File: src/rtl/req_chan_slv_pkg.sv
// Shared widths and constants for the slave-side request (A) channel receiver.
package req_chan_slv_pkg;

    localparam int unsigned IdWidth     = 4;
    localparam int unsigned MidWidth    = 2;
    localparam int unsigned AddrWidth   = 32;
    localparam int unsigned AtopWidth   = 6;

    localparam logic [AtopWidth-1:0] ATOP_NONE = 6'b000000;

endpackage

File: src/rtl/req_slv_fifo.sv
// Generic register-array FIFO: in-order storage with push/pop, full/empty and occupancy count.
module req_slv_fifo #(
    parameter int unsigned Width     = 8,
    parameter int unsigned DepthLog2 = 2
) (
    input  logic                 clk,
    input  logic                 rst_n,
    input  logic                 push,
    input  logic                 pop,
    input  logic [Width-1:0]     wdata,
    output logic [Width-1:0]     rdata,
    output logic                 full,
    output logic                 empty,
    output logic [DepthLog2:0]   count
);

    localparam int unsigned Depth = 1 << DepthLog2;
    localparam logic [DepthLog2:0] CountFull = (DepthLog2 + 1)'(Depth);

    logic [Width-1:0]     mem_q [Depth];
    logic [DepthLog2-1:0] wr_ptr_q, wr_ptr_d;
    logic [DepthLog2-1:0] rd_ptr_q, rd_ptr_d;
    logic [DepthLog2:0]   count_q, count_d;
    logic                 do_push, do_pop;

    assign full    = (count_q == CountFull);
    assign empty   = (count_q == '0);
    assign count   = count_q;
    assign rdata   = mem_q[rd_ptr_q];
    assign do_push = push & ~full;
    assign do_pop  = pop & ~empty;

    always_comb begin
        wr_ptr_d = wr_ptr_q;
        rd_ptr_d = rd_ptr_q;
        count_d  = count_q;
        // Pointers are exactly DepthLog2 bits wide, so wrap is free.
        if (do_push) wr_ptr_d = wr_ptr_q + DepthLog2'(1);
        if (do_pop)  rd_ptr_d = rd_ptr_q + DepthLog2'(1);
        case ({do_push, do_pop})
            2'b10:   count_d = count_q + (DepthLog2 + 1)'(1);
            2'b01:   count_d = count_q - (DepthLog2 + 1)'(1);
            default: count_d = count_q;
        endcase
    end

    always_ff @(posedge clk or negedge rst_n) begin
        if (!rst_n) begin
            wr_ptr_q <= '0;
            rd_ptr_q <= '0;
            count_q  <= '0;
        end else begin
            wr_ptr_q <= wr_ptr_d;
            rd_ptr_q <= rd_ptr_d;
            count_q  <= count_d;
        end
    end

    always_ff @(posedge clk or negedge rst_n) begin
        if (!rst_n) begin
            for (int i = 0; i < Depth; i++) mem_q[i] <= '0;
        end else if (do_push) begin
            mem_q[wr_ptr_q] <= wdata;
        end
    end

endmodule

File: src/rtl/req_chan_slv.sv
// Slave-side A-channel receiver: address-window decode, valid/ready accept, in-order request queue.
// Define REQ_CHAN_SLV_ATOP_ERR_EN to store |a_atop per entry and present it on rq_err.
module req_chan_slv
    import req_chan_slv_pkg::*;
#(
    parameter int unsigned QDEPTH_LOG2 = 2,
    parameter logic [31:0] ADDR_BASE   = 32'h0000_0000,
    parameter logic [31:0] ADDR_MASK   = 32'hF000_0000
) (
    input  logic                   clk,
    input  logic                   rst_n,
    input  logic                   a_valid,
    output logic                   a_ready,
    input  logic [IdWidth-1:0]     a_id,
    input  logic [AddrWidth-1:0]   a_addr,
    input  logic [AtopWidth-1:0]   a_atop,
    output logic                   rq_valid,
    input  logic                   rq_ack,
    output logic [IdWidth-1:0]     rq_id,
    output logic [AddrWidth-1:0]   rq_addr,
    output logic                   rq_err,
    output logic [QDEPTH_LOG2:0]   q_count
);

`ifdef REQ_CHAN_SLV_ATOP_ERR_EN
    localparam int unsigned EntryWidth = IdWidth + AddrWidth + 1;
`else
    localparam int unsigned EntryWidth = IdWidth + AddrWidth;
`endif

    logic                  sel, full, empty, push, pop;
    logic [EntryWidth-1:0] wdata, rdata;

    assign sel      = a_valid & ((a_addr & ADDR_MASK) == ADDR_BASE);
    // No pass-through: a pop in the same cycle never frees a slot for this beat.
    assign a_ready  = sel & ~full;
    assign push     = a_valid & a_ready;
    assign rq_valid = ~empty;
    assign pop      = rq_valid & rq_ack;

`ifdef REQ_CHAN_SLV_ATOP_ERR_EN
    assign wdata              = {a_id, a_addr, (a_atop != ATOP_NONE)};
    assign {rq_id, rq_addr}   = rdata[EntryWidth-1:1];
    assign rq_err             = rdata[0];
`else
    logic unused_atop;
    assign unused_atop        = ^a_atop;
    assign wdata              = {a_id, a_addr};
    assign {rq_id, rq_addr}   = rdata;
    assign rq_err             = 1'b0;
`endif

    req_slv_fifo #(
        .Width     (EntryWidth),
        .DepthLog2 (QDEPTH_LOG2)
    ) u_fifo (
        .clk   (clk),
        .rst_n (rst_n),
        .push  (push),
        .pop   (pop),
        .wdata (wdata),
        .rdata (rdata),
        .full  (full),
        .empty (empty),
        .count (q_count)
    );

endmodule
File: config.mk
export PLATFORM = sky130hd
export DESIGN_NAME = req_chan_slv
export DESIGN_NICKNAME = d
export VERILOG_FILES = /design/src/rtl/req_chan_slv_pkg.sv /design/src/rtl/req_slv_fifo.sv /design/src/rtl/req_chan_slv.sv
export SDC_FILE = /design/constraint.sdc
export NUM_CORES = 1
export LEC_CHECK = 0
export BUFFER_PORTS_ARGS = -buffer_cell sky130_fd_sc_hd__buf_2
export CAP_MARGIN = 10
export CORE_MARGIN = 1.5
export CORE_UTILIZATION = 40
export CTS_BUF_LIST = sky130_fd_sc_hd__clkbuf_8
export DETAILED_ROUTE_END_ITERATION = 8
export RECOVER_POWER = 50
export SLEW_MARGIN = 20
export SYNTH_ARGS = -nofsm -noshare
export SYNTH_HDL_FRONTEND = slang
export SYNTH_SLANG_ARGS = --single-unit
File: constraint.sdc
create_clock -name clk -period 2.92 [get_ports clk]
set_input_delay 0.292 -clock clk [delete_from_list [all_inputs] [get_ports clk]]
set_output_delay 0.292 -clock clk [all_outputs]
set_load 0.005 [all_outputs]
Yosys cells after proc, flatten, opt, wreduce, memory -nomap -nowiden
Cells that the tools add are included.
{ "totals": {"in_bits": 46, "register_bits": 151, "out_inout_bits": 42} }
{ "op_classes": {"n_reduce_logical": 4, "addsub": 4, "magnitude_cmp": 3, "n_mux": 7, "n_eq_ne": 3, "bitwise": 10} }
{ "op_table": {"columns": ["cell", "count"], "rows": [
  ["$bwmux W144", 1],
  ["$mux W36", 3],
  ["$bmux W36 S2", 1],
  ["$demux W36 S2", 1],
  ["$logic_not A32 Y1", 1],
  ["$and A1 B1 Y1", 6],
  ["$ge A3 B3 Y1 const B", 2],
  ["$not A2 Y3", 2],
  ["$pmux W3 S2", 1],
  ["$add A2 B1 Y2 const B", 2],
  ["$add A3 B1 Y3 const B", 1],
  ["$eq A3 B3 Y1 const B", 1],
  ["$logic_not A3 Y1", 1],
  ["$lt A3 B1 Y1 const B", 1],
  ["$sub A3 B1 Y3 const B", 1],
  ["$eq A2 B1 Y1 const B", 1],
  ["$eq A2 B2 Y1 const B", 1],
  ["$not A1 Y1", 2],
  ["$reduce_bool A2 Y1", 1],
  ["$logic_and A1 B1 Y1", 1]
]} }

Longest topological paths before layout
{ "depth": {"depth_word": 7, "ltp_mapped": 9, "ltp_nobuf": 8} }

Hierarchy
From an unflattened synthesis, not the netlist that was laid out.
{ "unflattened": {"cells_unflattened": 391, "area_unflattened_um2": 6696.4} }
{ "by_module_without_submodules": {"columns": ["module", "seq_area_each_um2", "n_inst", "area_per_inst_um2", "cells_per_inst"], "rows": [
  ["req_slv_fifo", 3778.6, 1, 6655.1, 384],
  ["req_chan_slv", 0.0, 1, 41.3, 7]
]} }

Worst setup path after synthesis
Ideal clock, no wire load.
{ "synth_path": {"path_type": "flip-flop to flip-flop", "start": "register u_fifo.count_q[0] (netlist: u_fifo.count[0])", "end": "register u_fifo.count_q[2] (netlist: u_fifo.count[2])", "t_required_ps": 2841, "arrival_ps": 2155, "path_stages_with_launch": 10, "synth_period_minus_slack_ps": 2234, "slack_ps": 686, "path_cell_list": "dfrtp_1 > or3b_2 > buf_2 > nand3_1 > ha_1 > inv_1 > fa_1 > xor2_1 > nor2_1 > xor2_1"} }
{ "synth_via": {"elab_chain_cells": 7} }
{ "synth_rtl": {"columns": ["item", "line", "rtl"], "rows": [
  ["start, declared", "req_slv_fifo.sv:23", "logic [DepthLog2:0] count_q, count_d;"],
  ["start signal, assigned", "req_slv_fifo.sv:55", "count_q <= count_d;"],
  ["$eq A3 B3 Y1", "req_slv_fifo.sv:26", "assign full = (count_q == CountFull);"],
  ["$not A1 Y1", "req_slv_fifo.sv:30, req_chan_slv.sv:36", null],
  ["$and A1 B1 Y1", "req_chan_slv.sv:36", "assign a_ready = sel & ~full;"],
  ["$and A1 B1 Y1", "req_chan_slv.sv:37", "assign push = a_valid & a_ready;"],
  ["$and A1 B1 Y1", "req_slv_fifo.sv:30", "assign do_push = push & ~full;"],
  ["$eq A2 B1 Y1 / $eq A2 B2 Y1 (equally long branches)", "req_slv_fifo.sv:40", "case ({do_push, do_pop})"],
  ["$pmux W3 S2 / $reduce_bool A2 Y1 (equally long branches)", null, null]
]} }
Several ways; a longest one is shown, not always the timed one.
A chain may end at the register's enable or synchronous reset.

Worst setup path in the final report
{ "layout_path": {"start": "register u_fifo.count_q[0] (netlist: u_fifo.count[0])", "end": "register u_fifo.mem_q[56] (netlist name)"} }
{ "layout_via": {"elab_chain_cells": 5} }
{ "layout_rtl": {"columns": ["item", "line", "rtl"], "rows": [
  ["$eq A3 B3 Y1 (*)", "req_slv_fifo.sv:26", null],
  ["$not A1 Y1 (*)", "req_slv_fifo.sv:30, req_chan_slv.sv:36", null],
  ["$and A1 B1 Y1", "req_chan_slv.sv:36", null],
  ["$and A1 B1 Y1", "req_chan_slv.sv:37", null],
  ["$and A1 B1 Y1 (*)", "req_slv_fifo.sv:30", null],
  ["end signal, assigned by index", "req_slv_fifo.sv:63", "mem_q[wr_ptr_q] <= wdata;"],
  ["end, declared", "req_slv_fifo.sv:20", "logic [Width-1:0] mem_q [Depth];"]
]} }
Every way passes the cells marked *; elsewhere a longest branch is shown, timed or not.

==> metrics <==
Final Net Count 526; Leak Pwr between 3 and 4 nW; Layout Cells excl Fill between 700 and 800; Post-Syn Area per Cell around 17 um2; distinct cell type count of the synthesized netlist 24; via count of the first global-routing pass roughly 4000; proportion of layout cells with a drive suffix above 1 ~60%; horizontal die dimension between 100 and 150 um; I/O pin count around 90; most area-hungry cell type in the Yosys netlist sky130_fd_sc_hd__dfrtp_1; final weighted congestion in routability-driven placement ~0.65; status complete, no violations; vias per cell ~5.0; drt first-iter violations about 110; clock buffer depth 2; Cell Area, Synth around 6600 um2; worst hold path cell count 2; maximum fanout count along the critical path 19; fin worst setup slack ~0.34 ns; CP Capture Type flop; number of nets in the synthesized netlist ~440; placed cell area around 7200 um2; unrepaired setup endpoints after global routing no; number of cells after detailed placement 670; antenna viol nets, final 0; initial antenna violation count 1; flops & latches, synth roughly 150; delay-heaviest family, CP buffers and inverters; post-synthesis sequential area ratio 57.2%; latest clock arrival within the worst-skew pair between 0.4 and 0.5 ns; die height ~130 um; setup slack of the worst register-to-register path about 0.34 ns; worst min path class in -> reg; cell count of the worst reg-to-reg path 4; Worst EP required roughly 3.3 ns; clock input transition at the sequential cells of the worst setup and hold paths around 0.080 ns; Worst path slowest cell sky130_fd_sc_hd__clkbuf_1; power density over the cells a little under 900 nW/um2; grt ovf 0; arrival time of data at the critical path endpoint just under 3 ns; count of TritonRoute iterations in the first routing pass 4; TritonCTS buffer count 17; final critical-path required period ~2.6 ns; Critical Path Start Type flop; n_diodes 0; worst vdd ir between 300 and 400 uV; initial core utilization just over 40%; remaining design rule violation count 0; list of cells traversed by the critical path or3b_2 -> nand4_1 -> clkbuf_1 -> mux2_2; Max Cap Viol 0; post-cts sizing count 0; cell types with the largest area share after synthesis sky130_fd_sc_hd__dfrtp_1 57%, sky130_fd_sc_hd__mux2_2 22%, sky130_fd_sc_hd__mux4_2 12%, sky130_fd_sc_hd__buf_6 1.9%, sky130_fd_sc_hd__and2_1 1.5%; total wirelength of the detailed-routed design 12.8 mm; number of warning messages in the yosys log 0; Syn Inst Count around 390; first-pass GRT wire length around 21 mm; overall die area around 17000 um2; worst max-slew margin expressed relative to the limit less than 1%; final number of max-transition violations 0; area grow syn2layout 15.6%; setup TNS after final layout 0 ns; Tightest Pin Transition around 1.5 ns; largest net degree at the start of global routing about 110; row count 46; Sink Count about 150; area fraction of the dominant cell type after synthesis between 50% and 60%; buffer and inverter count on the worst path 1; CP max stage delay between 0.8 and 0.9 ns; number of hold violations in the final report 0; highest clock frequency the design can meet just under 400 MHz; Clock H-tree levels 4; Placement Setup Slack 0.569 ns; Setup CP Type reg -> reg; ratio of final minimum period to clock period around nine tenths; Vias approximately 3500; placeable core region approximately 16000 um2; number of post-CTS setup repair buffers 0; number of buffers inserted by hold repair at cts 1; post-route standard cell area excluding fillers around 7600 um2; number of port buffers 80; Setup violations, final 0; average wire per standard cell between 15 and 20 um; clk root buf sky130_fd_sc_hd__clkbuf_8; Post-Route Utilization ~48%; total global routing track utilization 16.0%; worst clock skew on the final layout ~0.013 ns; Worst path depth 4; sum of net half-perimeters after detailed placement roughly 8.3 mm; CTS tree yes
-- metal layers --
metal | vias to the layer above | global-route usage, % | share of wire, %
li1 | 1590 | - | -
met3 | 16 | 5.25 | 4.6
met2 | 62 | 26.2 | 50
met5 | - | 0 | 0.12
met4 | 2 | 5.68 | 1.5
met1 | 1874 | 19.9 | 44
-- report_power, final --
| group | total [W] | switching (W) | leakage [nW] | internal, W |
|---|---|---|---|---|
| clock network | 0.00168 | 0.000803 | 0.202 | 0.000872 |
| logic | 0.00189 | 0.000711 | 1.56 | 0.00118 |
| registers | 0.00305 | 0.000387 | 2.02 | 0.00266 |
| total | 0.00661 | 0.00190 | 3.79 | 0.00471 |
-- per-stage QoR --
stage | hold slack (ns) | power [W]
6_report | 0.119 | 0.00661
5_1_grt | 0.0881 | 0.00703
4_1_cts | 0.0812 | 0.00675
3_5_place_dp | 0.469 | 0.00504
3_3_place_gp | 0.463 | 0.00494
2_1_floorplan | -0.00359 | 0.00430
-- placed cells by master (no fill, tap or decap) --
cell,Yosys,routed
sky130_fd_sc_hd__xor2_1,3,3
sky130_fd_sc_hd__nand3_1,1,1
sky130_fd_sc_hd__xnor2_1,3,3
sky130_fd_sc_hd__buf_2,4,78
sky130_fd_sc_hd__buf_12,0,3
sky130_fd_sc_hd__clkinvlp_4,0,4
sky130_fd_sc_hd__or3_1,1,1
sky130_fd_sc_hd__or3b_2,1,1
sky130_fd_sc_hd__nand4_1,0,2
sky130_fd_sc_hd__bufinv_16,0,3
sky130_fd_sc_hd__inv_6,0,2
sky130_fd_sc_hd__nor4_4,1,1
sky130_fd_sc_hd__mux2_2,129,129
sky130_fd_sc_hd__and2_1,16,11
sky130_fd_sc_hd__and2_0,0,5
sky130_fd_sc_hd__clkbuf_8,0,18
sky130_fd_sc_hd__mux4_2,36,36
sky130_fd_sc_hd__inv_1,6,6
sky130_fd_sc_hd__dfrtp_2,0,2
sky130_fd_sc_hd__fa_1,1,1
sky130_fd_sc_hd__dlygate4sd3_1,0,1
sky130_fd_sc_hd__mux2i_1,1,1
sky130_fd_sc_hd__o31a_1,1,1
sky130_fd_sc_hd__clkbuf_4,0,2
sky130_fd_sc_hd__nand4_2,4,2
sky130_fd_sc_hd__ha_1,5,5
sky130_fd_sc_hd__conb_1,1,1
sky130_fd_sc_hd__clkinv_4,0,3
sky130_fd_sc_hd__buf_4,2,6
sky130_fd_sc_hd__dfrtp_1,151,149
sky130_fd_sc_hd__clkinv_2,0,2
sky130_fd_sc_hd__nand2_1,1,1
sky130_fd_sc_hd__clkbuf_1,2,2
sky130_fd_sc_hd__nor2_1,1,1
-- flip-flops by register name (all words and copies together), names as in the netlist --
signal,cells
u_fifo.wr_ptr_q,2
u_fifo.count,3
u_fifo.rd_ptr_q,2
u_fifo.mem_q,144
-- worst paths after layout --
kind                                   from           endpoint
setup / recovery            u_fifo.count[0]   u_fifo.mem_q[56]
hold / removal                      a_id[2]  u_fifo.mem_q[142]
setup reg to reg            u_fifo.count[0]   u_fifo.mem_q[56]
hold reg to reg            u_fifo.mem_q[66]   u_fifo.mem_q[66]
max in group asynchronous             rst_n   u_fifo.mem_q[49]
min in group asynchronous             rst_n  u_fifo.mem_q[136]
-- synth_stat cells --
master and n:
sky130_fd_sc_hd__dfrtp_1 151, sky130_fd_sc_hd__mux2_2 129, sky130_fd_sc_hd__mux4_2 36, sky130_fd_sc_hd__and2_1 16, sky130_fd_sc_hd__buf_6 11, sky130_fd_sc_hd__inv_1 6, sky130_fd_sc_hd__ha_1 5, sky130_fd_sc_hd__buf_1 4
sky130_fd_sc_hd__buf_2 4, sky130_fd_sc_hd__nand4_2 4, sky130_fd_sc_hd__xnor2_1 3, sky130_fd_sc_hd__xor2_1 3, sky130_fd_sc_hd__buf_4 2, sky130_fd_sc_hd__clkbuf_1 2, sky130_fd_sc_hd__conb_1 1, sky130_fd_sc_hd__fa_1 1
sky130_fd_sc_hd__mux2i_1 1, sky130_fd_sc_hd__nand2_1 1, sky130_fd_sc_hd__nand3_1 1, sky130_fd_sc_hd__nor2_1 1, sky130_fd_sc_hd__nor4_4 1, sky130_fd_sc_hd__o31a_1 1, sky130_fd_sc_hd__or3_1 1, sky130_fd_sc_hd__or3b_2 1
-- layout make-up --
| class | count | area [um2] |
|---|---|---|
| inverters | 6 | 22.5 |
| flip-flops and latches | 151 | 3780 |
| clock inverters | 14 | 174 |
| clock buffers | 18 | 248 |
| repair buffers | 92 | 528 |
| fillers | 1465 | 8370 |
| well taps | 216 | 270 |
| multi-input cells | 206 | 2610 |
-- kinds of logic after synthesis --
| family | share of synthesized area [%] |
|---|---|
| compound gates | 0.133 |
| simple gates | 3.01 |
| mux | 34.4 |
| buf+inv | 3.09 |
| fa+ha+maj | 1.25 |
| xor+xnor | 0.796 |
| other cells | 0.0568 |
| flops | 57.2 |
Note: power is estimated with default switching activity, not from simulation.
